## src/rtl/hazard_scoreboard.sv

```systemverilog
`default_nettype none
// ============================================================================
// Module : hazard_scoreboard
// Brief  : Load-use stall, branch squash and EX operand-forwarding control
//          for a configurable-depth MIPS pipeline, with debug event counters.
// Rev    : 1.0  initial release
// ============================================================================
module hazard_scoreboard #(
  parameter int STAGES   = 5,
  parameter int BR_STAGE = 3,
  parameter int LOAD_LAT = 1,
  parameter int RA_W     = 5,
  parameter int CNT_W    = 16,
  parameter int SEL_W    = $clog2(STAGES)
) (
  input  logic              Clk,
  input  logic              Reset,
  input  logic              id_valid,
  input  logic [RA_W-1:0]   id_rs,
  input  logic [RA_W-1:0]   id_rt,
  input  logic              id_use_rs,
  input  logic              id_use_rt,
  input  logic [RA_W-1:0]   id_dest,
  input  logic              id_regwrite,
  input  logic              id_memread,
  input  logic              branch_taken,
  output logic              pc_write_en,
  output logic              ifid_write_en,
  output logic [STAGES-1:0] flush_mask,
  output logic [SEL_W-1:0]  fwd_sel_a,
  output logic [SEL_W-1:0]  fwd_sel_b,
  output logic [CNT_W-1:0]  stall_cnt,
  output logic [CNT_W-1:0]  flush_cnt
);

  localparam int LW_TOP = 1 + LOAD_LAT;

  // Per-stage records for EX..WB. Source fields are only consulted in EX and
  // the load flag only inside the load-latency window, so only those are kept.
  logic [STAGES-1:2] r_valid;
  logic [STAGES-1:2] r_regwrite;
  logic [LW_TOP:2]   r_memread;
  logic [RA_W-1:0]   r_dest [2:STAGES-1];
  logic [RA_W-1:0]   r_rs;
  logic [RA_W-1:0]   r_rt;
  logic              r_use_rs;
  logic              r_use_rt;
  logic [CNT_W-1:0]  r_stall_cnt;
  logic [CNT_W-1:0]  r_flush_cnt;

  logic w_hz_rs;
  logic w_hz_rt;
  logic w_stall;
  logic w_flush;

  always_comb begin
    w_hz_rs = 1'b0;
    w_hz_rt = 1'b0;
    for (int s = 2; s <= LW_TOP; s++) begin
      if (r_valid[s] && r_memread[s] && (r_dest[s] == id_rs)) w_hz_rs = 1'b1;
      if (r_valid[s] && r_memread[s] && (r_dest[s] == id_rt)) w_hz_rt = 1'b1;
    end
    w_hz_rs = w_hz_rs & id_use_rs & (id_rs != '0);
    w_hz_rt = w_hz_rt & id_use_rt & (id_rt != '0);
  end

  // Gating with Reset keeps every hazard output quiet while reset is held.
  assign w_flush = Reset & branch_taken;
  assign w_stall = Reset & id_valid & (w_hz_rs | w_hz_rt) & ~branch_taken;

  assign pc_write_en   = ~w_stall;
  assign ifid_write_en = ~w_stall;
  assign stall_cnt     = r_stall_cnt;
  assign flush_cnt     = r_flush_cnt;

  always_comb begin
    flush_mask = '0;
    for (int s = 1; s <= BR_STAGE; s++) flush_mask[s] = w_flush;
    if (w_stall) flush_mask[2] = 1'b1;
  end

  // Oldest match is written first so the youngest producer ends up selected.
  always_comb begin
    fwd_sel_a = '0;
    fwd_sel_b = '0;
    if (r_valid[2]) begin
      for (int s = STAGES - 1; s >= 3; s--) begin
        if (r_valid[s] && r_regwrite[s] && (r_dest[s] != '0)) begin
          if (r_use_rs && (r_dest[s] == r_rs)) fwd_sel_a = SEL_W'(s);
          if (r_use_rt && (r_dest[s] == r_rt)) fwd_sel_b = SEL_W'(s);
        end
      end
    end
  end

  always_ff @(posedge Clk or negedge Reset) begin
    if (!Reset) begin
      r_valid     <= '0;
      r_regwrite  <= '0;
      r_memread   <= '0;
      r_rs        <= '0;
      r_rt        <= '0;
      r_use_rs    <= 1'b0;
      r_use_rt    <= 1'b0;
      r_stall_cnt <= '0;
      r_flush_cnt <= '0;
      for (int s = 2; s <= STAGES - 1; s++) r_dest[s] <= '0;
    end else begin
      // Younger instructions up to the branch stage are squashed; the branch
      // itself moves on past BR_STAGE untouched.
      for (int s = 2; s <= STAGES - 2; s++) begin
        r_valid[s+1]    <= (s + 1 <= BR_STAGE) ? (r_valid[s] & ~branch_taken) : r_valid[s];
        r_regwrite[s+1] <= r_regwrite[s];
        r_dest[s+1]     <= r_dest[s];
      end
      for (int s = 2; s < LW_TOP; s++) r_memread[s+1] <= r_memread[s];

      r_valid[2]    <= id_valid & ~w_stall & ~branch_taken;
      r_regwrite[2] <= id_regwrite;
      r_memread[2]  <= id_memread;
      r_dest[2]     <= id_dest;
      r_rs          <= id_rs;
      r_rt          <= id_rt;
      r_use_rs      <= id_use_rs;
      r_use_rt      <= id_use_rt;

      if (w_stall && (r_stall_cnt != {CNT_W{1'b1}})) r_stall_cnt <= r_stall_cnt + CNT_W'(1);
      if (w_flush && (r_flush_cnt != {CNT_W{1'b1}})) r_flush_cnt <= r_flush_cnt + CNT_W'(1);
    end
  end

endmodule
`default_nettype wire

```

## config.mk

```make
export PLATFORM = sky130hd
export DESIGN_NAME = hazard_scoreboard
export DESIGN_NICKNAME = d
export VERILOG_FILES = /design/src/rtl/hazard_scoreboard.sv
export SDC_FILE = /design/constraint.sdc
export NUM_CORES = 1
export LEC_CHECK = 0
export CORE_UTILIZATION = 40
export CTS_CLUSTER_SIZE = 40
export DETAILED_ROUTE_END_ITERATION = 8
export PLACE_DENSITY = 0.73
export SLEW_MARGIN = 20
export SYNTH_ARGS = -nofsm -noshare
export SYNTH_HDL_FRONTEND = slang
export SYNTH_SLANG_ARGS = --single-unit
```

## constraint.sdc

```tcl
create_clock -name Clk -period 1.6 [get_ports Clk]
set_input_delay 0.16 -clock Clk [delete_from_list [all_inputs] [get_ports Clk]]
set_output_delay 0.16 -clock Clk [all_outputs]
set_load 0.005 [all_outputs]
```

==> results.py, run 1 <==
metrics = {
    "global_route": {
        "grt_max_degree": 67,
        "grt_pass1_wl_mm": 11.7,
        "grt_pass1_vias": 2464,
        "grt_overflow": 0,
        "grt.total_usage_pct": 20.3,
        "antenna_found_initial": 0,
    },
    "route": {
        "num_vias": 2418,
        "first_iter_violations": 125,
        "vias_per_cell": 4.85,
        "dr.pass1.iters": 6,
        "ant_nets": 0,
        "wl_per_cell_um": 14.6,
        "routed_wl_mm": 7.30,
        "route.detailed.drc": 2,
    },
    "critical_path": {
        "crit_path_end": "fwd_sel_a[2]",
        "required_ns": 1.44,
        "worstReg2RegEnd": "stall_cnt[1]",
        "r2r-start": "r_dest[12]",
        "critical_path_class": "reg -> out",
        "crit_path_max_fanout": 2,
        "startpoint": "r_dest[6]",
        "cp.arrival_ns": 1.97,
        "worst_setup_path_end_kind": "output pin",
        "reg2reg_slack_ns": -0.35,
        "cp-start-kind": "register",
        "r2r_cells": 7,
    },
    "logic_synthesis": {
        "synth_cells": 252,
        "ys_types": 43,
        "syn_area_per_cell_um2": 11.8,
        "ys_seq_elements": 66,
        "ys_warn_count": 0,
        "synthTopCellsByArea": "dfrtp_1 55%, xnor2_1 9.1%, xor2_1 6.8%",
        "synth_area_um2": 2980,
        "synth_area_leader_cell": "dfrtp_1",
        "yosys.area.top_type_share_pct": 55.3,
        "ys_seq_area_share_pct": 55.3,
    },
    "floorplan": {
        "start_util_pct": 41.4,
        "die_w_um": 88.4,
        "rows": 31,
        "io_pins": 68,
        "die_h_um": 88.4,
        "core_um2": 7210,
        "die-area_um2": 7810,
    },
    "sta": {
        "clock.fmax_mhz": 469,
        "min_period_ns": 2.13,
        "drv_slew": 0,
        "rsz0062_at_grt": "yes",
        "maxSlewHeadroom_pct": 46.0,
        "worst_clock_skew_ns": 0.0125,
        "hold_violations": 0,
        "timing.final.crit_share_pct": 133,
        "setup-violations-final": 25,
        "worstMarginPinSlew_ns": 0.810,
        "layout_setup_ws_ns": -0.530,
    },
    "clock_network": {
        "path_clk_slew_ns": 0.07,
        "cts_num_sinks": 66,
        "cts_tree": "yes",
        "cts_root_buf": "clkbuf_8",
        "postCtsHoldBufs": 0,
        "clk_latency_ns": 0.34,
        "cts_made_buffers": 9,
        "htreeDepth": 3,
        "clockBufferDepth": 2,
    },
    "power": {
        "powerDensity_nw_per_um2": 825,
        "peakVddDrop_v": 0.000731,
        "leakage_nw": 2.15,
        "power.total_w": 0.00389,
    },
    "finish": {
        "layout-drive-gt1-share_pct": 39.5,
        "layout_common_cells": "67 x buf_4, 62 x dfrtp_1, 53 x clkdlybuf4s50_1",
        "final_util_pct": 65.3,
        "n_antenna_cell": 0,
        "fin_cells": 499,
        "nets": 420,
        "area_growth_pct": 57.8,
        "fillCellCount": 569,
        "layout.cells.most_common": "buf_4",
    },
    "run_status": {
        "status": "finished, violations left",
        "failed_checks": "DRC, setup timing",
    },
    "placed_design": {
        "dp_slack_ns": -0.706,
        "io_buffers": 65,
        "hpwl_mm": 5.16,
        "dpl.cell_count": 470,
        "gp_congestion": 0.936,
    },
    "run": {
        "drv_cap": 0,
    },
    "worst_hold_path": {
        "min_path_type": "in -> async",
    },
}
==> worst max-delay path, cell delays in order (launching register included) <==
cell	delay (ns)
dfrtp_1	0.39
or4_4	0.53
o211ai_1	0.27
nor3_2	0.09
buf_4	0.14
nor3_2	0.09
buf_2	0.13
==> report_power, final <==
part	internal [W]	leakage, nW	switching, W
logic	0.000446	1.22	0.000282
clock network	0.000585	0.0908	0.000689
registers	0.00178	0.834	0.0000991
total	0.00282	2.15	0.00107
==> cell usage after synthesis (all sizes together) <==
| cell | count |
|---|---|
| o211ai | 1 |
| dfrtp | 66 |
| and3 | 8 |
| a41oi | 1 |
| o21ai | 2 |
| o2111ai | 1 |
| conb | 1 |
| or2b | 3 |
| xnor2 | 31 |
| a31oi | 1 |
| and4bb | 1 |
| and2b | 1 |
| nand2 | 17 |
| inv | 1 |
| nor4b | 3 |
| nor2 | 17 |
| nand4 | 12 |
| ha | 2 |
| o21bai | 2 |
| nor3b | 1 |
| nor4 | 4 |
| nand3 | 19 |
| xor2 | 23 |
| a41o | 1 |
| or4 | 2 |
| and4 | 6 |
| nor3 | 7 |
| buf | 8 |
| and2 | 2 |
| nand2b | 4 |
| mux2 | 3 |
| or2 | 1 |
==> final cells by class <==
cell class / count / area (um^2) / area share [%]
Sequential cell: 66 / 1660 / 35.2
Multi-Input combinational cell: 178 / 1510 / 32.0
Timing Repair Buffer: 139 / 1230 / 26.2
Clock buffer: 9 / 124 / 2.63
Tap cell: 99 / 124 / 2.63
Clock inverter: 7 / 60.1 / 1.28
Inverter: 1 / 3.75 / 0.0797
==> flip-flops by register name, summed over array words and instances (netlist names) <==
name        count
r_memread       1
flush_cnt      16
r_regwrite      3
r_valid         3
r_rs            5
r_dest         15
r_use_rs        1
r_rt            5
r_use_rt        1
stall_cnt      16
==> through the flow <==
step | setup TNS, ns | cell area (um^2) | hold slack, ns
4_1_cts | -8.27 | 4630 | 0.150
3_5_place_dp | -14.41 | 4190 | 0.337
3_3_place_gp | -13.56 | 4190 | 0.336
6_report | -7.15 | 4710 | 0.135
2_1_floorplan | -0.333 | 3020 | -0.136
5_1_grt | -9.69 | 4710 | 0.213
==> worst min path at each step <==
| stage | to | slack, ns | cells after the start |
|---|---|---|---|
| 2_1_floorplan | flush_cnt[0] | -0.14 | 0 |
| 3_3_place_gp | r_regwrite[3] | 0.34 | 0 |
| 3_5_place_dp | r_regwrite[3] | 0.34 | 0 |
| 4_1_cts | stall_cnt[5] | 0.15 | 3 |
| 5_1_grt | r_use_rs | 0.21 | 3 |
| 6_report | r_use_rs | 0.13 | 3 |
==> what timing repair did <==
item                       4_1_cts  5_1_grt
gates cloned                     1        0
setup buffers                   10        2
gates resized for setup         88       15
setup endpoints to repair       30       29
pin swaps                       43       16
==> logic make-up (layout without fill, tap and decap cells) <==
group,count (synthesis),in the layout,synth area share (%)
adders and majority gates,2,2,0.838
DFF,66,66,55.3
buffers and inverters,9,156,2.26
muxes,3,3,1.26
AOI/OAI and AO/OA,9,9,2.39
other,1,2,0.126
xor gates and xnor gates,54,54,15.8
and+or+nand+nor,108,108,21.9
==> routing by layer <==
metal | wire, um | vias up | part of all wire [%] | track usage (%)
met5 | 0 | - | 0 | 0
met4 | 78 | 0 | 1.1 | 7.18
met3 | 343 | 7 | 4.7 | 6.06
met2 | 3700 | 63 | 51 | 33.7
met1 | 3180 | 1182 | 44 | 25.1
li1 | - | 1166 | - | -
Power figures use the tool's default switching activity.
==> run 2, diff against run 1 <==
--- a/config.mk
+++ b/config.mk
@@ -7,2 +7,3 @@
 export LEC_CHECK = 0
+export CORE_MARGIN = 2
 export CORE_UTILIZATION = 40
==> constraint.sdc (replaced) <==
create_clock -name Clk -period 1.6 [get_ports Clk]
set_input_delay 0.32 -clock Clk [delete_from_list [all_inputs] [get_ports Clk]]
set_output_delay 0.32 -clock Clk [all_outputs]
set_load 0.005 [all_outputs]
==> results.py, run 2 (synthesized netlist as in run 1, its figures left out) <==
metrics = {
    "worst_hold_path": {
        "min_from": "id_rt[3]",
        "hold_end": "r_rt[3]",
        "min_path_type": "in -> reg",
        "hold_depth": 1,
    },
    "sta": {
        "setup_tns_ns": -11.74,
        "hold_ws_ns": 0.285,
        "drv_slew": 0,
        "rsz0062_at_grt": "yes",
        "layout_setup_ws_ns": -0.703,
        "worstMarginPinSlew_ns": 0.831,
        "maxSlewHeadroom_pct": 44.6,
        "min_period_ns": 2.30,
        "setup-violations-final": 26,
        "hold_violations": 0,
        "timing.final.crit_share_pct": 144,
        "clock.fmax_mhz": 434,
        "worst_clock_skew_ns": 0.00766,
    },
    "placed_design": {
        "gp_congestion": 0.809,
        "placed_cell_area_um2": 4310,
        "dp_slack_ns": -0.880,
        "dpl.cell_count": 476,
        "hpwl_mm": 5.54,
        "io_buffers": 65,
    },
    "critical_path": {
        "required_ns": 1.28,
        "crit_path_max_fanout": 2,
        "reg2reg_slack_ns": -0.50,
        "critical_path_class": "reg -> out",
        "worst_setup_path_end_kind": "output pin",
        "r2r-start": "r_dest[13]",
        "cp.arrival_ns": 1.98,
        "cp-start-kind": "register",
        "r2r_cells": 9,
        "worstReg2RegEnd": "stall_cnt[10]",
    },
    "global_route": {
        "grt_max_degree": 67,
        "antenna_found_initial": 0,
        "grt.total_usage_pct": 21.0,
        "grt_pass1_wl_mm": 13.6,
        "grt_pass1_vias": 2782,
        "grt_overflow": 0,
    },
    "finish": {
        "fin_cells": 508,
        "nets": 429,
        "fillCellCount": 561,
        "layout-drive-gt1-share_pct": 42.3,
        "area_growth_pct": 61.1,
        "layout.cells.most_common": "buf_4",
        "seqCellArea_um2": 1660,
        "final_cell_area_um2": 4810,
        "layout_common_cells": "70 x buf_4, 62 x dfrtp_1, 33 x dlygate4sd2_1",
        "multi_input_area_um2": 1540,
        "n_antenna_cell": 0,
    },
    "route": {
        "dr.pass1.iters": 5,
        "vias_per_cell": 4.95,
        "routed_wl_mm": 8.11,
        "num_vias": 2513,
        "wl_per_cell_um": 16.0,
        "first_iter_violations": 97,
        "route.detailed.drc": 0,
        "ant_nets": 0,
    },
    "floorplan": {
        "start_util_pct": 41.1,
        "die_w_um": 90.4,
        "die_h_um": 90.4,
        "io_pins": 68,
        "rows": 31,
        "core_um2": 7250,
        "die-area_um2": 8170,
    },
    "clock_network": {
        "cts_made_buffers": 9,
        "clockBufferDepth": 2,
        "cts_root_buf": "clkbuf_8",
        "cts_tree": "yes",
        "path_clk_slew_ns": 0.08,
        "htreeDepth": 3,
        "clk_latency_ns": 0.35,
        "cts_num_sinks": 66,
    },
    "power": {
        "leakage_nw": 2.36,
        "peakVddDrop_v": 0.000590,
        "powerDensity_nw_per_um2": 837,
    },
    "run_status": {
        "status": "finished, violations left",
        "failed_checks": "setup timing",
    },
    "run": {
        "drv_cap": 0,
    },
}
## run 2: cell types whose count changed in the layout (fill, tap and decap cells not counted), sizes merged
| cell | change |
|---|---|
| clkdlybuf4s15 | +1 |
| clkdlybuf4s50 | -34 |
| inv | -1 |
| buf | +10 |
| clkbuf | -1 |
| dlymetal6s2s | +2 |
| dlygate4sd2 | +31 |
| bufinv | +1 |
## run 2: worst max path at each step
stage / start / end
CTS: r_dest[6] / fwd_sel_b[2]
finish: r_dest[6] / fwd_sel_b[2]
floorplan: r_dest[9] / fwd_sel_a[1]
global placement: id_rt[0] / flush_mask[2]
detailed placement: id_rt[0] / flush_mask[2]
global route: r_dest[6] / fwd_sel_a[2]
## run 2: layout make-up
type	count	area share, %
timing repair buffer	148	26.6
sequential	66	34.5
tap	99	2.58
clock inverter	7	1.61
inverter	1	0.0781
clock buffer	9	2.58
multi-input combinational	178	32.1
## run 2: routing by layer
metal / routed length [um] / global-route usage (%) / vias to the layer above
li1: - / - / 1175
met1: 3300 / 24.9 / 1258
met2: 4310 / 36.6 / 69
met3: 366 / 4.76 / 11
met4: 132 / 8.85 / 0
met5: 0 / 0 / -
## run 2: through the flow
step                util, %  power [W]
floorplan                 -    0.00214
global placement       59.4    0.00258
detailed placement     59.4    0.00260
CTS                    65.0    0.00403
global route           66.3    0.00423
finish                 66.3    0.00402
## run 2: power by group
group	switching, W	internal [W]
clock	0.000697	0.000732
sequential	0.0000841	0.00178
combinational	0.000305	0.000422
total	0.00109	0.00294
## run 2: critical path: stages, from the launching register on
cell and delay [ns]:
dfrtp_1 0.39, or4_1 0.54, o211ai_1 0.26, buf_4 0.16, nor3_2 0.04, nor3_1 0.11, buf_2 0.14
## run 2: repair_timing
item | 4_1_cts | 5_1_grt
hold buffers | 0 | 0
setup endpoints to repair | 60 | 32
pin swaps | 29 | 17
resized for setup | 113 | 17
buffers inserted | 16 | 3
hold endpoints to repair | 0 | 0
